<file path="config.mk">
export PLATFORM = sky130hd
export DESIGN_NAME = dual_shift_ctrl
export DESIGN_NICKNAME = d
export VERILOG_FILES = /design/src/rtl/dual_shift_ctrl_pkg.sv /design/src/rtl/dual_shift_ctrl_sat_counter.sv /design/src/rtl/dual_shift_ctrl.sv
export SDC_FILE = /design/constraint.sdc
export NUM_CORES = 1
export LEC_CHECK = 0
export BUFFER_PORTS_ARGS = -buffer_cell sky130_fd_sc_hd__buf_2
export CAP_MARGIN = 20
export CORE_AREA = 8 8 74 76
export CTS_BUF_LIST = sky130_fd_sc_hd__clkbuf_8
export DETAILED_ROUTE_END_ITERATION = 7
export DIE_AREA = 0 0 82 84
export PLACE_DENSITY_LB_ADDON = 0.3
export SLEW_MARGIN = 20
export SYNTH_ARGS = -nofsm -noshare
export SYNTH_HDL_FRONTEND = slang
export SYNTH_SLANG_ARGS = --single-unit
</file>
<file path="constraint.sdc">
create_clock -name i_clk -period 4.5 [get_ports i_clk]
set_input_delay 0.45 -clock i_clk [delete_from_list [all_inputs] [get_ports i_clk]]
set_output_delay 0.45 -clock i_clk [all_outputs]
set_load 0.01 [all_outputs]
</file>
<file path="src/rtl/dual_shift_ctrl_pkg.sv">
// Shared types and constants for the dual shift-register sequencer.
package dual_shift_ctrl_pkg;

  typedef enum logic [1:0] {
    S_IDLE  = 2'd0,
    S_SHIFT = 2'd1,
    S_FLUSH = 2'd2,
    S_DONE  = 2'd3
  } state_t;

  localparam int ERR_CNT_W = 8;
  localparam logic [ERR_CNT_W-1:0] ERR_CNT_MAX = '1;

endpackage

</file>
<file path="src/rtl/dual_shift_ctrl_sat_counter.sv">
// Saturating error counter with synchronous active-low clear; holds at all-ones.
module sat_counter
  import dual_shift_ctrl_pkg::*;
(
  input  logic                 clk,
  input  logic                 clear_n,
  input  logic                 inc,
  output logic [ERR_CNT_W-1:0] count
);

  always_ff @(posedge clk) begin
    if (!clear_n) begin
      count <= '0;
    end else if (inc && (count != ERR_CNT_MAX)) begin
      count <= count + 1'b1;
    end
  end

endmodule

</file>
<file path="src/rtl/dual_shift_ctrl.sv">
// Sequencer for a redundant dual shift-register pair: serialise, flush, check XOR.
// Optional abort input enabled by defining DUAL_SHIFT_CTRL_ABORT_EN.
module dual_shift_ctrl
  import dual_shift_ctrl_pkg::*;
#(
  parameter int WIDTH  = 8,
  parameter int SR_LEN = 8
) (
  input  logic                 i_clk,
  input  logic                 i_reset_n,
  input  logic                 i_valid,
  output logic                 o_ready,
  input  logic [WIDTH-1:0]     i_word,
`ifdef DUAL_SHIFT_CTRL_ABORT_EN
  input  logic                 i_abort,
`endif
  output logic                 o_ce,
  output logic                 o_data,
  input  logic                 i_xor,
  output logic                 o_busy,
  output logic                 o_done,
  output logic                 o_err,
  output logic [ERR_CNT_W-1:0] o_err_cnt
);

  localparam int BIT_W   = $clog2(WIDTH + 1);
  localparam int FLUSH_W = $clog2(SR_LEN + 2);
  localparam logic [BIT_W-1:0]   BIT_LAST   = BIT_W'(WIDTH - 1);
  localparam logic [FLUSH_W-1:0] FLUSH_LAST = FLUSH_W'(SR_LEN);

  state_t               state;
  state_t               state_next;
  logic [BIT_W-1:0]     bit_cnt;
  logic [BIT_W-1:0]     bit_cnt_next;
  logic [FLUSH_W-1:0]   flush_cnt;
  logic [FLUSH_W-1:0]   flush_cnt_next;
  logic [WIDTH-1:0]     sreg;
  logic [WIDTH-1:0]     sreg_next;
  logic                 err_next;
  logic                 busy_next;
  logic                 abort_req;

`ifdef DUAL_SHIFT_CTRL_ABORT_EN
  assign abort_req = i_abort;
`else
  assign abort_req = 1'b0;
`endif

  // Handshake: a word transfers on a rising edge where i_valid && o_ready;
  // o_ready is high only in IDLE, and i_valid without o_ready is just a stall.
  always_comb begin
    state_next     = state;
    bit_cnt_next   = bit_cnt;
    flush_cnt_next = flush_cnt;
    sreg_next      = sreg;
    err_next       = o_err;
    case (state)
      S_IDLE: begin
        if (i_valid && o_ready) begin
          state_next   = S_SHIFT;
          sreg_next    = i_word;
          bit_cnt_next = '0;
          err_next     = 1'b0;
        end
      end
      S_SHIFT: begin
        if (i_xor) err_next = 1'b1;
        sreg_next    = sreg >> 1;
        bit_cnt_next = bit_cnt + 1'b1;
        if ((bit_cnt == BIT_LAST) || abort_req) begin
          state_next     = S_FLUSH;
          flush_cnt_next = '0;
        end
      end
      S_FLUSH: begin
        if (i_xor) err_next = 1'b1;
        flush_cnt_next = flush_cnt + 1'b1;
        if (flush_cnt == FLUSH_LAST) state_next = S_DONE;
      end
      S_DONE: begin
        state_next = S_IDLE;
      end
      default: begin
        state_next = S_IDLE;
      end
    endcase
  end

  assign busy_next = (state_next == S_SHIFT) || (state_next == S_FLUSH);

  // Outputs are registered from the next state so they line up with the state they describe.
  always_ff @(posedge i_clk) begin
    if (!i_reset_n) begin
      state     <= S_IDLE;
      bit_cnt   <= '0;
      flush_cnt <= '0;
      sreg      <= '0;
      o_ce      <= 1'b0;
      o_busy    <= 1'b0;
      o_data    <= 1'b0;
      o_done    <= 1'b0;
      o_err     <= 1'b0;
      o_ready   <= 1'b1;
    end else begin
      state     <= state_next;
      bit_cnt   <= bit_cnt_next;
      flush_cnt <= flush_cnt_next;
      sreg      <= sreg_next;
      o_ce      <= busy_next;
      o_busy    <= busy_next;
      o_data    <= (state_next == S_SHIFT) && sreg_next[0];
      o_done    <= (state_next == S_DONE);
      o_err     <= err_next;
      o_ready   <= (state_next == S_IDLE);
    end
  end

  sat_counter u_err_cnt (
    .clk     (i_clk),
    .clear_n (i_reset_n),
    .inc     ((state == S_DONE) && o_err),
    .count   (o_err_cnt)
  );

endmodule
</file>
==> run_results.csv <==
group,metric,value,unit
status,run_status,"finished, final reports clean",
sta,post-route-period-util,50.1,%
die,fp.dieW,82,um
critical_path,r2r.worst_path.cells,6,
die,coreArea,4260,sq um
layout,fin_nets,238,
layout,stdcell_count,267,
min_path,holdCritStartpoint,"i_word[5]",
power_and_ir_drop,p_comb_share,13.6,%
critical_path,cp_data_required_time,4710,ps
detailed_routing,drt-initial-drc-count,148,
clocking,cts_resized,0,
die,io_pins,26,
clocking,cts_buffers,5,
placed_design,dpl_worst_slack,2280,ps
power_and_ir_drop,peakVddDrop,0.000109,V
layout,antenna_cells,0,
synthesis,synth_nets,219,
clocking,cts.sinks,31,
synthesis,ys.flop_type,"dfxtp_1",
grt,grt_pass1_wl,6.40,mm
synthesis,synth_edf_count,0,
critical_path,path_cells,"ha_1 > and4b_1 > o21bai_1 > and2_1 > ha_1 > nor2_1",
detailed_routing,dr.pass1.iters,4,
critical_path,reg2reg_to,"o_busy$_SDFF_PN0_",
sta,max-slew-margin-rel,52.7,%
clocking,cts.path.max_buffers,2,
critical_path,cp_max_fo,20,
sta,fin_skew,8.13,ps
power_and_ir_drop,internal_power,0.459,mW
critical_path,worstSetupStartpointType,"flip-flop",
power_and_ir_drop,seqPwrFrac,47.7,%
power_and_ir_drop,fin_total_pwr,0.629,mW
sta,setup_viol,0,
sta,worst_slew_pin_slew,709,ps
placed_design,gp_congestion,0.862,
sta,finalHoldViolCount,0,
synthesis,synth_top_area_share,37.1,%
layout,syn2layout_area_growth,13.2,%
critical_path,cp.arrival,2460,ps
clocking,root_buffer,"clkbuf_8",
grt,grt_max_degree,28,
synthesis,yosys_warnings,0,
sta,fmax,444,MHz
clocking,insertion_delay,290,ps
min_path,hp-class,"input pin to flip-flop",
detailed_routing,vias,1492,
power_and_ir_drop,p_per_area,332,nW/um^2
layout,drive_above_1_share,16.3,%
flow_run,cap_violations,0,
sta,fin_ws,2250,ps
synthesis,synth_most_common_cell,"dfxtp_1",
detailed_routing,antenna_left,0,
synthesis,syn_avg_cell_area,8.57,sq um
sta,rsz0062_at_grt,"false",
critical_path,endpoint_kind,"flip-flop",
synthesis,netlist_instances,195,
synthesis,yosys.area.top_type,"dfxtp_1",
power_and_ir_drop,pwr-share-clk,38.6,%
power_and_ir_drop,p_sw_share,27.0,%
critical_path,r2r_start,"state[0]$_SDFF_PN0_",
synthesis,synthTopCellsByArea,"dfxtp_1, ha_1, nand4_1",
clocking,cts_max_level,2,
placed_design,hpwl,2.62,mm
clocking,ctsHoldBuffers,0,
die,dieHeight,84,um
grt,grt_pass1_vias,1466,
clocking,cts.clk_slew.worst_paths,70,ps
critical_path,critPathMostFrequentCell,"ha_1",
grt,overflow,0,
placed_design,numPortBuffers,25,
detailed_routing,drc,0,
synthesis,syn_area,1670,sq um
detailed_routing,wire_per_inst,13.9,um
min_path,holdPathEnd,"sreg[5]$_SDFFE_PN0P_",
critical_path,max_stage_delay,660,ps
grt,grt_usage,11.5,%
critical_path,crit_type,"flip-flop to flip-flop",
synthesis,synth_common_cells,"dfxtp_1, nand3_1, nand4_1",
min_path,worstHoldPathCells,3,
sta,slew_viol_final,0,
die,die_area,6890,sq um
synthesis,ys_seq_elements,31,
synthesis,synthDistinctLibCells,41,
detailed_routing,drt_wl_total,3.72,mm
critical_path,r2r_slack,2250,ps
die,rows,24,
synthesis,ys_seq_area_share,37.1,%
clocking,cts_setup_buffers,0,
grt,antenna_found_initial,0,
power_and_ir_drop,p_leak,0.779,nW
sta,min_period,2250,ps
sta,final.setup.tns,0,ps
detailed_routing,vias_per_cell,5.59,
critical_path,crit_slowest_cell,"ha_1",
placed_design,dp.cells,259,
synthesis,ys_async_sr_fraction,0,%
clocking,cts_tree,"done",
die,start_util,39.2,%
power_and_ir_drop,switchingPower,0.170,mW
## flip-flops by register name, indices dropped and copies added (netlist names)
name             flops
sreg                 8
u_err_cnt.count      8
bit_cnt              4
flush_cnt            4
state                2
o_busy               1
o_data               1
o_done               1
o_err                1
o_ready              1
## per-stage QoR
step                      util, %  cell area, sq um  hold slack, ps
after floorplan                 -              1670             448
after global placement       42.0              1790             457
after detailed placement     42.0              1790             469
after CTS                    44.4              1890             350
after global routing         44.4              1890             371
final                        44.4              1890             350
## placed cells by master, fill, tap and decap left out, drive strengths merged, types with 2 or more instances in the layout
cell	netlist	layout
dfxtp	31	31
buf	9	25
nand3	18	18
nand4	17	17
nand2	14	14
a21oi	14	14
ha	12	12
inv	9	10
nor3	7	7
a31oi	7	7
clkbuf	4	7
and3	5	5
and4	5	5
nor2b	5	5
and2	4	4
nor2	3	3
nand2b	3	3
a211oi	3	3
a311oi	3	3
nand3b	2	2
o21a	2	2
mux2i	2	2
nor3b	2	2
## power groups by stage
stage,clock [mW],combinational [mW],sequential [mW]
after global placement,0,0.0849,0.306
after detailed placement,0,0.0863,0.306
final,0.243,0.0857,0.300
after global routing,0.262,0.0975,0.303
after floorplan,0,0.0678,0.306
after CTS,0.248,0.0867,0.300
## critical path: cells and delay by family, from the launching register on
family | cells | cell delay [ps]
AOI/OAI and AO/OA | 1 | 120
and+or+nand+nor | 3 | 680
DFF | 1 | 440
adders and majority gates | 2 | 940
## cells by family (layout without fill, tap and decap cells)
| kind of cell | count (synthesis) | count (layout) | share of synthesized area, % |
|---|---|---|---|
| buf+inv | 23 | 43 | 6.44 |
| compound gates | 38 | 38 | 15.6 |
| flops | 31 | 31 | 37.1 |
| mux | 2 | 2 | 1.20 |
| fa+ha+maj | 12 | 12 | 8.98 |
| simple gates | 89 | 89 | 30.7 |
## how the worst max path moves through the flow
stage                        startpoint                 to  slack (ps)  depth (start not counted)
floorplan           state[0]$_SDFF_PN0_  o_busy$_SDFF_PN0_        2810                          7
global placement    state[0]$_SDFF_PN0_  o_busy$_SDFF_PN0_        2350                          6
detailed placement  state[0]$_SDFF_PN0_  o_busy$_SDFF_PN0_        2280                          6
CTS                 state[0]$_SDFF_PN0_  o_busy$_SDFF_PN0_        2240                          6
global route        state[0]$_SDFF_PN0_  o_busy$_SDFF_PN0_        2050                          6
finish              state[0]$_SDFF_PN0_  o_busy$_SDFF_PN0_        2250                          6
## area by class of cell
cell class              instances  area [sq um]
clock buffers                   7          96.3
flip-flops and latches         31           621
multi-input cells             141           943
repair buffers                 25           125
inverters                      10          37.5
fillers                       457          2370
well taps                      52          65.1
clock inverters                 1          3.75
## metal layers
layer / global-route usage, % / part of all wire (%) / vias up
li1: - / - / 761
met2: 19.1 / 49 / 26
met4: 4.47 / 1.5 / 0
met1: 12.7 / 45 / 700
met5: 0 / 0 / -
met3: 3.99 / 4.9 / 5
No activity file was read; power rests on OpenSTA's default activity.
